===== config.mk =====
export PLATFORM = sky130hd
export DESIGN_NAME = sram_stream_reader
export DESIGN_NICKNAME = d
export VERILOG_FILES = /design/src/rtl/sram_pkg.sv /design/src/rtl/sync_fifo.sv /design/src/rtl/sram_stream_reader.sv
export SDC_FILE = /design/constraint.sdc
export NUM_CORES = 1
export LEC_CHECK = 0
export CAP_MARGIN = 20
export CORE_MARGIN = 10
export CORE_UTILIZATION = 30
export DETAILED_ROUTE_END_ITERATION = 10
export GPL_ROUTABILITY_DRIVEN = 0
export GPL_TIMING_DRIVEN = 0
export HOLD_SLACK_MARGIN = 0.1
export PLACE_DENSITY = 0.48
export SLEW_MARGIN = 40
export SYNTH_ARGS = -nofsm -noshare
export SYNTH_HDL_FRONTEND = slang
export SYNTH_SLANG_ARGS = --single-unit

===== constraint.sdc =====
create_clock -name clock -period 3.75 [get_ports clock]
set_clock_uncertainty 0.15 [all_clocks]
set_input_delay 0.5625 -clock clock [delete_from_list [all_inputs] [get_ports clock]]
set_output_delay 0.5625 -clock clock [all_outputs]
set_load 0.02 [all_outputs]

===== src/rtl/sram_pkg.sv =====
// -----------------------------------------------------------------------------
// sram_pkg
//   Shared definitions for the SRAM arbiter client blocks (stream reader,
//   result writer).
//   Contents:
//     DEFAULT_ADDR_WIDTH / DEFAULT_DATA_WIDTH  arbiter word address/data widths
//     state_t                                  transfer FSM state encoding
//     occ_bits()                               width needed to hold 0..depth
// -----------------------------------------------------------------------------
package sram_pkg;

  localparam int DEFAULT_ADDR_WIDTH = 20;
  localparam int DEFAULT_DATA_WIDTH = 16;

  typedef enum logic [1:0] {
    IDLE  = 2'd0,
    ISSUE = 2'd1,
    DRAIN = 2'd2,
    FLUSH = 2'd3
  } state_t;

  // Occupancy counters must represent the value 'depth' itself, hence +1.
  function automatic int occ_bits(input int depth);
    return $clog2(depth) + 1;
  endfunction

endpackage


===== src/rtl/sync_fifo.sv =====
// -----------------------------------------------------------------------------
// sync_fifo
//   Single-clock show-ahead FIFO. The head word is visible on head_data as soon
//   as it is written, so a valid/ready stream can be driven straight from it.
//   Ports:
//     clock, reset_n  clock and asynchronous active-low reset (pointers/count)
//     clear           synchronous flush; wins over push and pop
//     push, push_data write one word (dropped when full unless popping too)
//     pop             remove the head word (ignored when empty)
//     head_data       oldest word, forced to 0 while empty
//     count           words held, 0..FIFO_DEPTH
//     empty, full     occupancy flags
//   FIFO_DEPTH must be a power of two so the pointers wrap naturally.
// -----------------------------------------------------------------------------
module sync_fifo
  import sram_pkg::*;
#(
  parameter int DATA_WIDTH = DEFAULT_DATA_WIDTH,
  parameter int FIFO_DEPTH = 8
) (
  input  logic                          clock,
  input  logic                          reset_n,
  input  logic                          clear,
  input  logic                          push,
  input  logic [DATA_WIDTH-1:0]         push_data,
  input  logic                          pop,
  output logic [DATA_WIDTH-1:0]         head_data,
  output logic [$clog2(FIFO_DEPTH):0]   count,
  output logic                          empty,
  output logic                          full
);

  localparam int PTR_WIDTH = $clog2(FIFO_DEPTH);
  localparam logic [PTR_WIDTH-1:0] PTR_ONE = PTR_WIDTH'(1);
  localparam logic [PTR_WIDTH:0]   CNT_ONE = (PTR_WIDTH + 1)'(1);
  localparam logic [PTR_WIDTH:0]   CNT_MAX = (PTR_WIDTH + 1)'(FIFO_DEPTH);

  logic [DATA_WIDTH-1:0] mem [FIFO_DEPTH];
  logic [PTR_WIDTH-1:0]  wr_ptr_reg;
  logic [PTR_WIDTH-1:0]  rd_ptr_reg;
  logic [PTR_WIDTH:0]    count_reg;
  logic                  do_push;
  logic                  do_pop;

  assign empty = (count_reg == '0);
  assign full  = (count_reg == CNT_MAX);
  assign count = count_reg;

  // A push into a full FIFO is accepted only when the head leaves in the same cycle.
  assign do_pop  = pop & ~empty;
  assign do_push = push & (~full | pop);

  assign head_data = empty ? '0 : mem[rd_ptr_reg];

  always_ff @(posedge clock or negedge reset_n) begin
    if (!reset_n) begin
      wr_ptr_reg <= '0;
      rd_ptr_reg <= '0;
      count_reg  <= '0;
    end else if (clear) begin
      wr_ptr_reg <= '0;
      rd_ptr_reg <= '0;
      count_reg  <= '0;
    end else begin
      if (do_push) wr_ptr_reg <= wr_ptr_reg + PTR_ONE;
      if (do_pop)  rd_ptr_reg <= rd_ptr_reg + PTR_ONE;
      case ({do_push, do_pop})
        2'b10:   count_reg <= count_reg + CNT_ONE;
        2'b01:   count_reg <= count_reg - CNT_ONE;
        default: count_reg <= count_reg;
      endcase
    end
  end

  // Storage carries no reset so it can map onto distributed RAM.
  always_ff @(posedge clock) begin
    if (do_push && !clear) mem[wr_ptr_reg] <= push_data;
  end

endmodule


===== src/rtl/sram_stream_reader.sv =====
// -----------------------------------------------------------------------------
// sram_stream_reader
//   Avalon-MM read master on the test-runner port of the SRAM arbiter. Fetches
//   word_count consecutive words starting at base_addr with pipelined reads and
//   delivers them, in order, as a valid/ready stream.
//   Ports:
//     clock, reset_n                 clock, asynchronous active-low reset
//     start, abort                   command pulse / cancel request
//     base_addr, word_count          transfer descriptor (latched on start)
//     busy, done                     status; done pulses once per completed run
//     m_address .. m_writedata       Avalon-MM master request side
//     m_waitrequest, m_readdata,
//     m_readdataready                Avalon-MM slave response side
//     out_data, out_valid, out_ready output stream (FIFO head)
//   Every read in flight owns a reserved FIFO slot (credit check), so returning
//   data always has room regardless of how long the consumer stalls.
// -----------------------------------------------------------------------------
module sram_stream_reader
  import sram_pkg::*;
#(
  parameter int ADDR_WIDTH = DEFAULT_ADDR_WIDTH,
  parameter int DATA_WIDTH = DEFAULT_DATA_WIDTH,
  parameter int BE_WIDTH   = DATA_WIDTH / 8,
  parameter int CNT_WIDTH  = 16,
  parameter int FIFO_DEPTH = 8
) (
  input  logic                  clock,
  input  logic                  reset_n,
  input  logic                  start,
  input  logic                  abort,
  input  logic [ADDR_WIDTH-1:0] base_addr,
  input  logic [CNT_WIDTH-1:0]  word_count,
  output logic                  busy,
  output logic                  done,
  output logic [ADDR_WIDTH-1:0] m_address,
  output logic [BE_WIDTH-1:0]   m_byteenable,
  output logic                  m_read,
  output logic                  m_write,
  output logic [DATA_WIDTH-1:0] m_writedata,
  input  logic                  m_waitrequest,
  input  logic [DATA_WIDTH-1:0] m_readdata,
  input  logic                  m_readdataready,
  output logic [DATA_WIDTH-1:0] out_data,
  output logic                  out_valid,
  input  logic                  out_ready
);

  localparam int OCC_WIDTH = occ_bits(FIFO_DEPTH);
  localparam logic [OCC_WIDTH:0]    CREDIT_LIMIT = (OCC_WIDTH + 1)'(FIFO_DEPTH);
  localparam logic [OCC_WIDTH-1:0]  OCC_ONE      = OCC_WIDTH'(1);
  localparam logic [CNT_WIDTH-1:0]  CNT_ONE      = CNT_WIDTH'(1);
  localparam logic [ADDR_WIDTH-1:0] ADDR_ONE     = ADDR_WIDTH'(1);

  state_t                state_reg;
  state_t                state_next;
  logic [ADDR_WIDTH-1:0] addr_reg;
  logic [CNT_WIDTH-1:0]  count_reg;
  logic [CNT_WIDTH-1:0]  issued_reg;
  logic [CNT_WIDTH-1:0]  rcv_reg;
  logic [OCC_WIDTH-1:0]  outstanding_reg;
  logic                  done_reg;

  logic                  start_ok;
  logic                  accept;
  logic                  rdv;
  logic                  issue_left;
  logic                  last_issue;
  logic                  credit_ok;
  logic [OCC_WIDTH:0]    in_use;

  logic                  fifo_push;
  logic                  fifo_pop;
  logic                  fifo_clear;
  logic [OCC_WIDTH-1:0]  fifo_count;
  logic                  fifo_empty;
  logic                  fifo_full;

  // ---------------------------------------------------------------------------
  // Handshake decode
  // ---------------------------------------------------------------------------
  // abort has priority over start, and start is only honoured while idle.
  assign start_ok = start & ~abort & (state_reg == IDLE);
  assign accept   = m_read & ~m_waitrequest;
  // A return with nothing outstanding is a slave protocol error; drop it.
  assign rdv      = m_readdataready & (outstanding_reg != '0);

  assign issue_left = (issued_reg != count_reg);
  assign last_issue = accept & ((issued_reg + CNT_ONE) == count_reg);

  // Reads in flight plus words already buffered must leave a free slot.
  assign in_use    = {1'b0, outstanding_reg} + {1'b0, fifo_count};
  assign credit_ok = (in_use < CREDIT_LIMIT);

  // ---------------------------------------------------------------------------
  // FSM: state register
  // ---------------------------------------------------------------------------
  always_ff @(posedge clock or negedge reset_n) begin
    if (!reset_n) state_reg <= IDLE;
    else          state_reg <= state_next;
  end

  // ---------------------------------------------------------------------------
  // FSM: next state
  // ---------------------------------------------------------------------------
  always_comb begin
    state_next = state_reg;
    case (state_reg)
      IDLE: begin
        // A zero-length request completes from IDLE without ever going busy.
        if (start_ok && (word_count != '0)) state_next = ISSUE;
      end
      ISSUE: begin
        if (abort)           state_next = FLUSH;
        else if (last_issue) state_next = DRAIN;
      end
      DRAIN: begin
        if (abort)                                       state_next = FLUSH;
        else if ((rcv_reg == count_reg) && fifo_empty)   state_next = IDLE;
      end
      FLUSH: begin
        // Stay until every accepted read has come back and been discarded.
        if (outstanding_reg == '0) state_next = IDLE;
      end
      default: state_next = IDLE;
    endcase
  end

  // ---------------------------------------------------------------------------
  // FSM: outputs
  // ---------------------------------------------------------------------------
  always_comb begin
    busy         = (state_reg != IDLE);
    m_read       = 1'b0;
    m_byteenable = '0;
    // abort masks the request combinationally so no read slips out after it.
    if ((state_reg == ISSUE) && !abort && issue_left && credit_ok) begin
      m_read       = 1'b1;
      m_byteenable = '1;
    end
  end

  assign m_address   = addr_reg;
  assign m_write     = 1'b0;
  assign m_writedata = '0;
  assign done        = done_reg;

  // ---------------------------------------------------------------------------
  // Address / issue / receive / outstanding counters
  // ---------------------------------------------------------------------------
  always_ff @(posedge clock or negedge reset_n) begin
    if (!reset_n) begin
      addr_reg   <= '0;
      count_reg  <= '0;
      issued_reg <= '0;
      rcv_reg    <= '0;
    end else if (start_ok) begin
      addr_reg   <= base_addr;
      count_reg  <= word_count;
      issued_reg <= '0;
      rcv_reg    <= '0;
    end else begin
      // addr_reg only moves on accept, so it is stable across waitrequest.
      if (accept) begin
        addr_reg   <= addr_reg + ADDR_ONE;
        issued_reg <= issued_reg + CNT_ONE;
      end
      if (rdv) rcv_reg <= rcv_reg + CNT_ONE;
    end
  end

  always_ff @(posedge clock or negedge reset_n) begin
    if (!reset_n) begin
      outstanding_reg <= '0;
    end else begin
      case ({accept, rdv})
        2'b10:   outstanding_reg <= outstanding_reg + OCC_ONE;
        2'b01:   outstanding_reg <= outstanding_reg - OCC_ONE;
        default: outstanding_reg <= outstanding_reg;
      endcase
    end
  end

  // done: either a zero-length start or the normal DRAIN -> IDLE exit.
  always_ff @(posedge clock or negedge reset_n) begin
    if (!reset_n) begin
      done_reg <= 1'b0;
    end else begin
      done_reg <= (start_ok && (word_count == '0)) ||
                  ((state_reg == DRAIN) && (state_next == IDLE));
    end
  end

  // ---------------------------------------------------------------------------
  // Return buffer
  // ---------------------------------------------------------------------------
  // Clearing on the abort edge itself means the stream goes quiet immediately
  // and a word returning in that same cycle is dropped as well.
  assign fifo_clear = (state_next == FLUSH);
  assign fifo_push  = rdv & (state_next != FLUSH);
  assign fifo_pop   = out_valid & out_ready;
  assign out_valid  = ~fifo_empty;

  sync_fifo #(
    .DATA_WIDTH (DATA_WIDTH),
    .FIFO_DEPTH (FIFO_DEPTH)
  ) u_return_fifo (
    .clock     (clock),
    .reset_n   (reset_n),
    .clear     (fifo_clear),
    .push      (fifo_push),
    .push_data (m_readdata),
    .pop       (fifo_pop),
    .head_data (out_data),
    .count     (fifo_count),
    .empty     (fifo_empty),
    .full      (fifo_full)
  );

`ifndef SYNTHESIS
  always @(posedge clock) begin
    if (reset_n) begin
      assert (!(m_readdataready && (outstanding_reg == '0)))
        else $error("sram_stream_reader: readdataready with no read outstanding");
      assert (!(fifo_push && fifo_full && !fifo_pop))
        else $error("sram_stream_reader: return buffer overrun");
    end
  end
`endif

endmodule


==> out/qor.txt, run 1 <==
fmax: 278 MHz
DRT antenna net count: 0
Sink Count: 213
Clock Path Buffers: 3
area of the mapped netlist: 10300 um2
register name with the most flops: u_return_fifo.mem
Starting Density: 30.6%
power after layout: 0.00867 W
CTS buffer count: 24
final setup fails: 0
post-synth top area cell: edfxtp_1
Post-route DRC: 0
Final Critical Period: 3.60 ns
maximum vdd drop: 0.000362 V
RSZ-0062 raised after global routing: true
status: finished, final reports clean
drt pass-1 iters: 4
ranking of synthesized cells by area: edfxtp_1 (37%), dfrtp_1 (21%), mux4_2 (7.0%), xor2_1 (4.0%), xnor2_1 (3.6%)
asr flop ratio synth: 39.9%
pre-CTS WS: -0.472 ns
layout cells sized above 1: 14.8%
via/cell ratio: 4.77
CORE AREA: 33700 um2
crit path to: outstanding_reg[3]
site row count: 67
hold slack: 0.375 ns
die area: 42100 um2
max FFs per register: 128
R2R Setup Slk: 0.15 ns
worst path required time: 4.01 ns
max_cap viols: 0
Most used DFF post-synth: edfxtp_1
Routed WL: 26900 um
CTS tree: done
Die Ht: 205 um
Hold WC Path Type: primary input to asynchronous set/reset pin
vias in the first global route: 7076
Multi-input gate area: 4090 um2
die width: 205 um
Reg-to-Reg Start: count_reg[2]
Worst-path clk slew: 0.06 ns
initial antenna violation count: 1
I/O pin cnt: 118
Clock Latency Late Sink: 0.52 ns
CP endpoint kind: flip-flop
Antenna Cells: 0
critical setup path kind: flip-flop to flip-flop
drt initial violations: 375
Power Density: 669 nW/um2
worst-margin pin slew: 0.695 ns
final worst setup slack: 0.153 ns
crit path from: count_reg[2]
share of the synthesized area in the top cell type: 37.3%
register area share after synthesis: 58.0%
FF+latch count, synth: 213
H-Tree Depth: 1
Register Area: 5970 um2
Max transition margin: 53.6%
final hold violations: 0
via count: 6858
synth warn: 0
Avg Cell Area, Syn: 12.6 um2
filler cell count: 3255
total track usage: 12.6%
Static Leak: 4.78 nW
FF-to-FF End: outstanding_reg[3]
Startpoint Class: flip-flop
CP max FO: 10
nets@finish: 1045
placed cell count: 1392
Post-synth EDFFs: 128
synth unique cells: 65
Detailed Place HPWL: 19400 um
largest net degree at the start of global routing: 47
Pins Over Slew Limit: 0
Root Driver: clkbuf_16
GRT overflow: 0
WL/cell: 18.7 um
CP arrival: 3.85 ns
post-synthesis instance total: 815
Non-Filler Instances: 1438
Final period util: 95.9%
P&R area growth vs syn: 25.9%
Port Buffers: 100
reg2reg path depth: 12
first-pass GRT wire length: 42100 um
==> through the flow <==
step | TNS [ns] | area, um2 | utilization [%]
6_report | 0 | 13000 | 38.5
5_1_grt | -0.0204 | 13000 | 38.5
4_1_cts | 0 | 12900 | 38.4
3_5_place_dp | -1.13 | 12100 | 36.0
3_3_place_gp | -229.12 | 11900 | 35.4
2_1_floorplan | 0 | 10400 | -
==> report_power, final <==
part	switching [W]	internal, W	total, W
sequential	0.000456	0.00289	0.00335
combinational	0.00166	0.00141	0.00307
clock	0.000943	0.00131	0.00225
total	0.00306	0.00561	0.00867
==> layout by cell type, fill, tap and decap left out, drive strengths merged, types with 4 or more instances in the layout <==
cell,n
conb,17
clkinv,10
a21oi,14
mux4,32
nand2b,5
inv,13
nand3,21
nor4,13
a31oi,7
and3,7
nor2,72
edfxtp,128
nor3,10
nand2,96
o21ai,29
xor2,47
buf,49
xnor2,42
clkbuf,56
dfrtp,85
a211oi,7
ha,13
o211ai,6
nor2b,6
nor4b,4
clkdlybuf4s50,97
and2,4
and4,5
o2111ai,6
a2111oi,9
mux2i,24
nand4,13
or3,7
==> routing by layer <==
metal,vias to the layer above,wire [um],global-route usage (%)
met1,3411,12300,16.9
met4,2,413,2.68
met2,132,12800,20.9
li1,3283,-,-
met5,-,13,0
met3,30,1410,2.45
==> worst max-delay path, stage by stage, from the launching register on <==
cell and delay (ns):
dfrtp_1 0.49, xor2_1 0.21, nor4_1 0.40, nand4_1 0.48, o21ai_1 0.32, buf_4 0.25
ha_1 0.23, ha_1 0.24, a21o_1 0.17, a21oi_1 0.17, xnor2_1 0.14, nor2_1 0.07
xor2_1 0.14
==> worst min path at each step <==
stage / from / to / cells after the start / slack [ns]
floorplan: reset_n / count_reg[0] / 0 / 0.12
global placement: issued_reg[15] / issued_reg[15] / 1 / 0.36
detailed placement: reset_n / m_address[15] / 1 / 0.37
CTS: reset_n / m_address[15] / 2 / 0.37
global route: reset_n / m_address[15] / 2 / 0.40
finish: reset_n / m_address[15] / 2 / 0.38
==> layout make-up <==
cell class / count / share of cell area, %
flip-flops and latches: 213 / 46.0
clock buffers: 32 / 5.10
well taps: 448 / 4.32
clock inverters: 12 / 0.724
plain buffers: 57 / 2.62
repair buffers: 116 / 9.27
multi-input cells: 547 / 31.5
inverters: 13 / 0.376
==> synthesized netlist by cell type, types with 3 or more instances <==
master,instances
edfxtp_1,128
nand2_1,96
dfrtp_1,85
nor2_1,71
xor2_1,47
xnor2_1,42
mux4_2,32
o21ai_0,27
clkbuf_1,24
mux2i_1,24
nand3_1,21
buf_4,20
a21oi_1,14
ha_1,13
nand4_1,13
inv_1,12
nor4_1,11
buf_2,10
nor3_1,10
a31oi_1,7
or3_1,7
a2111oi_2,6
a211oi_1,6
and3_1,6
nor2b_1,6
o2111ai_1,6
o211ai_1,6
and4_1,5
nand2b_1,5
and2_1,4
a2111oi_0,3
nor4b_1,3
==> cells by family (layout without fill, tap and decap cells) <==
kind of cell | count (synthesis) | count (layout) | share of synthesized area [%]
AO/OA/AOI/OAI | 99 | 99 | 6.93
flip-flops | 213 | 213 | 58.0
adder cells (fa/ha/maj) | 14 | 14 | 1.77
other | 1 | 17 | 0.0364
AND/OR/NAND/NOR | 272 | 272 | 12.8
XOR/XNOR | 89 | 89 | 7.57
buffers and inverters | 71 | 230 | 3.58
multiplexers | 56 | 56 | 9.33
==> repair_timing <==
action / 4_1_cts / 5_1_grt
setup buffers: 1 / 1
endpoints found under the hold margin: 39 / 0
gates cloned: 0 / 0
setup endpoints to repair: 19 / 19
hold buffers: 1 / 0
pin swaps: 1 / 1
resized for setup: 10 / 5
Power figures use the tool's default switching activity.
==> run 2: changes to the inputs <==
--- a/config.mk
+++ b/config.mk
@@ -9,10 +9,11 @@
 export CORE_MARGIN = 10
 export CORE_UTILIZATION = 30
 export DETAILED_ROUTE_END_ITERATION = 10
+export DONT_BUFFER_PORTS = 1
 export GPL_ROUTABILITY_DRIVEN = 0
 export GPL_TIMING_DRIVEN = 0
 export HOLD_SLACK_MARGIN = 0.1
-export PLACE_DENSITY = 0.48
+export PLACE_DENSITY = 0.44
 export SLEW_MARGIN = 40
 export SYNTH_ARGS = -nofsm -noshare
 export SYNTH_HDL_FRONTEND = slang
==> constraint.sdc (replaced) <==
create_clock -name clock -period 4 [get_ports clock]
set_clock_uncertainty 0.15 [all_clocks]
set_input_delay 0.6 -clock clock [delete_from_list [all_inputs] [get_ports clock]]
set_output_delay 0.6 -clock clock [all_outputs]
set_load 0.02 [all_outputs]
==> out/qor.txt, run 2 (synthesis results as in run 1) <==
status: finished, final reports clean (unchanged)
drt pass-1 iters: 4 (unchanged)
vias in the first global route: 6945 (was 7076)
min-delay src: out_ready
register name with the most flops: u_return_fifo.mem (unchanged)
WL/cell: 19.7 um (was 18.7 um)
Max transition margin: 43.3% (was 53.6%)
power after layout: 0.00787 W (was 0.00867 W)
fmax: 265 MHz
via/cell ratio: 4.83 (was 4.77)
Clock Latency Late Sink: 0.53 ns (was 0.52 ns)
initial antenna violation count: 2 (was 1)
placed cell count: 1291 (was 1392)
final setup fails: 0 (unchanged)
CORE AREA: 33700 um2 (unchanged)
setup repair bufs after CTS: 0 (was 1)
FF-to-FF End: u_return_fifo.count[3] (was outstanding_reg[3])
Worst-path clk slew: 0.06 ns (about the same)
Non-Filler Instances: 1396 (was 1438)
Sink Count: 213 (unchanged)
via count: 6739 (was 6858)
CTS tree: done (unchanged)
RSZ-0062 raised after global routing: false (was true)
Pins Over Slew Limit: 0 (unchanged)
hold slack: 0.146 ns (was 0.375 ns)
setup TNS: 0 ns (unchanged)
CTS buffer count: 26 (was 24)
Hold Path Sink: u_return_fifo.count[2]
total track usage: 12.9% (was 12.6%)
worst-margin pin slew: 0.847 ns (was 0.695 ns)
nets@finish: 999 (was 1045)
die width: 205 um (unchanged)
Final period util: 94.5%
die area: 42100 um2 (unchanged)
filler cell count: 3250 (was 3255)
Root Driver: clkbuf_16 (unchanged)
critical setup path kind: flip-flop to primary output (was flip-flop to flip-flop)
Die Ht: 205 um (unchanged)
Port Buffers: 0 (was 100)
reg2reg path depth: 12 (unchanged)
Starting Density: 30.6% (unchanged)
CP arrival: 3.03 ns (was 3.85 ns)
R2R Setup Slk: 0.41 ns (was 0.15 ns)
I/O pin cnt: 118 (unchanged)
largest net degree at the start of global routing: 86 (was 47)
Post-route DRC: 0 (unchanged)
Routed WL: 27500 um (was 26900 um)
Placed Area: 11100 um2 (was 12100 um2)
Reg-to-Reg Start: u_return_fifo.count[1] (was count_reg[2])
DRT antenna net count: 0 (unchanged)
Design Area, Final: 12600 um2 (was 13000 um2)
max_cap viols: 0 (unchanged)
max FFs per register: 128 (unchanged)
GRT overflow: 0 (unchanged)
Static Leak: 4.60 nW (was 4.78 nW)
Hold WC Path Type: primary input to flip-flop (was primary input to asynchronous set/reset pin)
commonest non-fill, non-tap cell in the layout: edfxtp_1 (unchanged)
Clock Path Buffers: 3 (unchanged)
final hold violations: 0 (unchanged)
P&R area growth vs syn: 21.9% (was 25.9%)
most frequent cells in the layout: edfxtp_1 (128), nand2_1 (96), dfrtp_1 (85) (was edfxtp_1 (128), clkdlybuf4s50_1 (97), nand2_1 (96))
maximum vdd drop: 0.000378 V (was 0.000362 V)
Final Critical Period: 3.78 ns
drt initial violations: 381 (was 375)
H-Tree Depth: 1 (unchanged)
Detailed Place HPWL: 19100 um (was 19400 um)
CP max FO: 10 (unchanged)
first-pass GRT wire length: 42700 um (was 42100 um)
crit path max-delay cell type: a21oi_1 (was dfrtp_1)
site row count: 67 (unchanged)
CP endpoint kind: primary output (was flip-flop)
WHS Path Cells: 3
CP Cell Sequence: ha_1 > nor4_1 > o211ai_1 > buf_2 > a21oi_1 > buf_4 (was xor2_1 > nor4_1 > nand4_1 > o21ai_1 > buf_4 > ha_1 > ha_1 > a21o_1 > a21oi_1 > xnor2_1 > nor2_1 > xor2_1)
layout cells sized above 1: 14.8% (about the same)
Startpoint Class: flip-flop (unchanged)
crit-path max cell delay: 0.51 ns (was 0.49 ns)
Power Density: 627 nW/um2 (was 669 nW/um2)
worst path required time: 3.25 ns (was 4.01 ns)
[run 2: cell count changes in the layout (fill, tap and decap cells not counted), sizes merged]
| cell | change |
|---|---|
| dlygate4sd3 | +53 |
| clkbuf | +7 |
| clkinv | -4 |
| inv | +1 |
| clkinvlp | -1 |
| clkdlybuf4s50 | -97 |
| buf | -2 |
| diode | +2 |
| bufinv | +1 |
| dlymetal6s2s | -2 |
[run 2: cell type report]
class	instances	area (um2)	share of cell area, %
clock buffer	39	729	5.81
clock inverter	9	106	0.847
inverter	13	48.8	0.389
timing repair buffer	67	736	5.86
buffer	58	323	2.57
sequential	213	5970	47.5
antenna	2	5.00	0.0399
tap	448	561	4.46
multi-input combinational	547	4080	32.5
[run 2: worst max-delay path by stage]
stage	from	endpoint	slack, ns	cells after the start
global route	u_return_fifo.count[3]	m_byteenable[1]	0.03	6
global placement	u_return_fifo.count[1]	u_return_fifo.mem[1][3]	-0.85	6
finish	u_return_fifo.count[3]	m_byteenable[1]	0.22	6
CTS	u_return_fifo.count[3]	m_byteenable[1]	0.22	6
detailed placement	u_return_fifo.count[3]	outstanding_reg[3]	0.27	13
floorplan	u_return_fifo.count[1]	u_return_fifo.mem[0][0]	0.78	6
[run 2: worst max-delay path, delay by kind of cell, from the launching register on]
kind	cells	cell delay, ns
fa+ha+maj	1	0.30
buf+inv	2	0.60
simple gates	1	0.25
flops	1	0.45
compound gates	2	0.89
[run 2: per-stage QoR]
step / util (%) / setup slack, ns
final: 37.3 / 0.222
after detailed placement: 33.1 / 0.272
after floorplan: - / 0.779
after global placement: 32.4 / -0.846
after CTS: 37.2 / 0.218
after global routing: 37.2 / 0.0321
[run 2: repair_timing]
item	CTS	global route
gates resized for setup	0	1
endpoints found under the hold margin	250	0
hold buffers	55	0
setup endpoints to repair	0	1
[run 2: power breakdown]
group | leakage [nW] | total (W) | internal, W | switching (W)
registers | 2.26 | 0.00327 | 0.00271 | 0.000564
clock network | 0.406 | 0.00230 | 0.00139 | 0.000912
logic | 1.94 | 0.00230 | 0.000935 | 0.00136
total | 4.60 | 0.00787 | 0.00503 | 0.00284
[run 2: per-layer routing]
layer / vias to the layer above / share of wire [%] / wire length [um] / track usage (%)
met5: - / 0.058 / 16 / 0
met4: 2 / 1.6 / 430 / 3.07
met3: 28 / 6.7 / 1860 / 3.21
met2: 141 / 47 / 12800 / 20.8
met1: 3369 / 45 / 12400 / 17.1
li1: 3199 / - / - / -
==> run 3: changes to the inputs <==
--- a/config.mk
+++ b/config.mk
@@ -17,4 +17,5 @@
 export SLEW_MARGIN = 40
 export SYNTH_ARGS = -nofsm -noshare
 export SYNTH_HDL_FRONTEND = slang
+export SYNTH_HIERARCHICAL = 1
 export SYNTH_SLANG_ARGS = --single-unit
==> out/qor.txt, run 3 <==
status: finished, final reports clean (unchanged)
GRT overflow: 0 (unchanged)
register name with the most flops: u_return_fifo/mem (was u_return_fifo.mem)
drt initial violations: 353 (was 381)
Routed WL: 27300 um (was 27500 um)
Startpoint Class: flip-flop (unchanged)
max FFs per register: 128 (unchanged)
Hold WC Path Type: primary input to flip-flop (unchanged)
synth warn: 6 (was 0)
RSZ-0062 raised after global routing: false (unchanged)
Avg Cell Area, Syn: 12.3 um2 (was 12.6 um2)
Sink Count: 213 (unchanged)
via count: 6690 (was 6739)
vias in the first global route: 7106 (was 6945)
Clock Latency Late Sink: 0.54 ns (was 0.53 ns)
Non-Filler Instances: 1427 (was 1396)
post-synthesis instance total: 837 (was 815)
maximum vdd drop: 0.000381 V (was 0.000378 V)
hold slack: 0.169 ns (was 0.146 ns)
CP endpoint kind: flip-flop (was primary output)
nets@finish: 1034 (was 999)
die width: 206 um (was 205 um)
Static Leak: 4.62 nW (was 4.60 nW)
via/cell ratio: 4.69 (was 4.83)
commonest non-fill, non-tap cell in the layout: edfxtp_1 (unchanged)
H-Tree Depth: 1 (unchanged)
die area: 42300 um2 (was 42100 um2)
Max transition margin: 45.7% (was 43.3%)
largest net degree at the start of global routing: 86 (unchanged)
fmax: 269 MHz (was 265 MHz)
Port Buffers: 0 (unchanged)
power after layout: 0.00718 W (was 0.00787 W)
area of the mapped netlist: 10300 um2 (about the same)
CTS buffer count: 25 (was 26)
P&R area growth vs syn: 21.3% (was 21.9%)
worst-margin pin slew: 0.815 ns (was 0.847 ns)
max_cap viols: 0 (unchanged)
WL/cell: 19.2 um (was 19.7 um)
Final Critical Period: 3.71 ns (was 3.78 ns)
Power Density: 573 nW/um2 (was 627 nW/um2)
Post-route DRC: 0 (unchanged)
Detailed Place HPWL: 19700 um (was 19100 um)
drt pass-1 iters: 5 (was 4)
CORE AREA: 33800 um2 (was 33700 um2)
Die Ht: 206 um (was 205 um)
initial antenna violation count: 0 (was 2)
most frequent cells in the layout: edfxtp_1 (128), nand2_1 (102), dfrtp_1 (85) (was edfxtp_1 (128), nand2_1 (96), dfrtp_1 (85))
placed cell count: 1327 (was 1291)
final worst setup slack: 0.287 ns (was 0.222 ns)
layout cells sized above 1: 15.8% (was 14.8%)
Antenna Cells: 0 (was 2)
total track usage: 13.1% (was 12.9%)
Final period util: 92.8% (was 94.5%)
Starting Density: 30.6% (about the same)
Clock Path Buffers: 3 (unchanged)
critical setup path kind: flip-flop to flip-flop (was flip-flop to primary output)
site row count: 67 (unchanged)
worst path required time: 4.28 ns (was 3.25 ns)
final hold violations: 0 (unchanged)
final setup fails: 0 (unchanged)
DRT antenna net count: 0 (unchanged)
CTS tree: done (unchanged)
Worst-path clk slew: 0.06 ns (about the same)
CP arrival: 3.99 ns (was 3.03 ns)
CP max FO: 10 (unchanged)
pre-CTS WS: 0.0404 ns (was 0.272 ns)
Pins Over Slew Limit: 0 (unchanged)
Root Driver: clkbuf_16 (unchanged)
I/O pin cnt: 118 (unchanged)
first-pass GRT wire length: 43300 um (was 42700 um)
## run 3: worst max-delay path, stage by stage (launching register included)
cell	delay (ns)
dfrtp_1	0.33
clkbuf_1	0.29
xnor2_1	0.21
nand4_1	0.14
or4_2	0.71
o21ai_4	0.34
buf_4	0.28
ha_1	0.24
ha_1	0.24
a21o_1	0.17
a21oi_1	0.17
xnor2_1	0.13
nor2_1	0.06
xor2_1	0.14
## run 3: cell type report
class | count | area (um2)
buffer | 65 | 368
clock buffer | 38 | 714
clock inverter | 7 | 71.3
fill | 3286 | 21300
inverter | 19 | 71.3
multi-input combinational | 556 | 4050
sequential | 213 | 5970
tap | 448 | 561
timing repair buffer | 81 | 723
## run 3: per-stage QoR
step                area [um2]  TNS [ns]  utilization (%)
global route             12500         0             37.1
global placement         11000   -208.68             32.4
detailed placement       11200         0             33.1
finish                   12500         0             37.1
floorplan                10400         0                -
CTS                      12500         0             37.0
## run 3: report_power, final
| part | switching (W) | internal, W | total, W |
|---|---|---|---|
| Sequential | 0.000540 | 0.00267 | 0.00321 |
| Clock | 0.000898 | 0.00130 | 0.00219 |
| Combinational | 0.00104 | 0.000729 | 0.00177 |
| Total | 0.00248 | 0.00470 | 0.00718 |
## run 3: final timing paths
path                                          from            endpoint  slack (ns)  cells past startpoint
worst max-delay path                issued_reg[11]  outstanding_reg[3]        0.29                     13
worst min-delay path                         abort                done        0.17                      3
worst max register to register      issued_reg[11]  outstanding_reg[3]        0.29                     13
worst min register to register  outstanding_reg[3]  outstanding_reg[3]        0.38                      1
max in group asynchronous                  reset_n          rcv_reg[1]        2.85                      2
min in group asynchronous                  reset_n       m_address[17]        0.51                      2
## run 3: timing repair
item                       4_1_cts  5_1_grt
resized for setup                0        1
hold buffers                    54        0
buffers inserted                 0        1
hold endpoints to repair       249        0
setup endpoints to repair        0        2
## run 3: routing by layer
metal	track usage (%)	wire length, um	vias up	share of wire (%)
met2	20.5	12500	134	46
met4	2.94	447	0	1.6
met3	3.26	1740	31	6.4
li1	-	-	3236	-
met5	0	0	-	0
met1	17.9	12600	3289	46
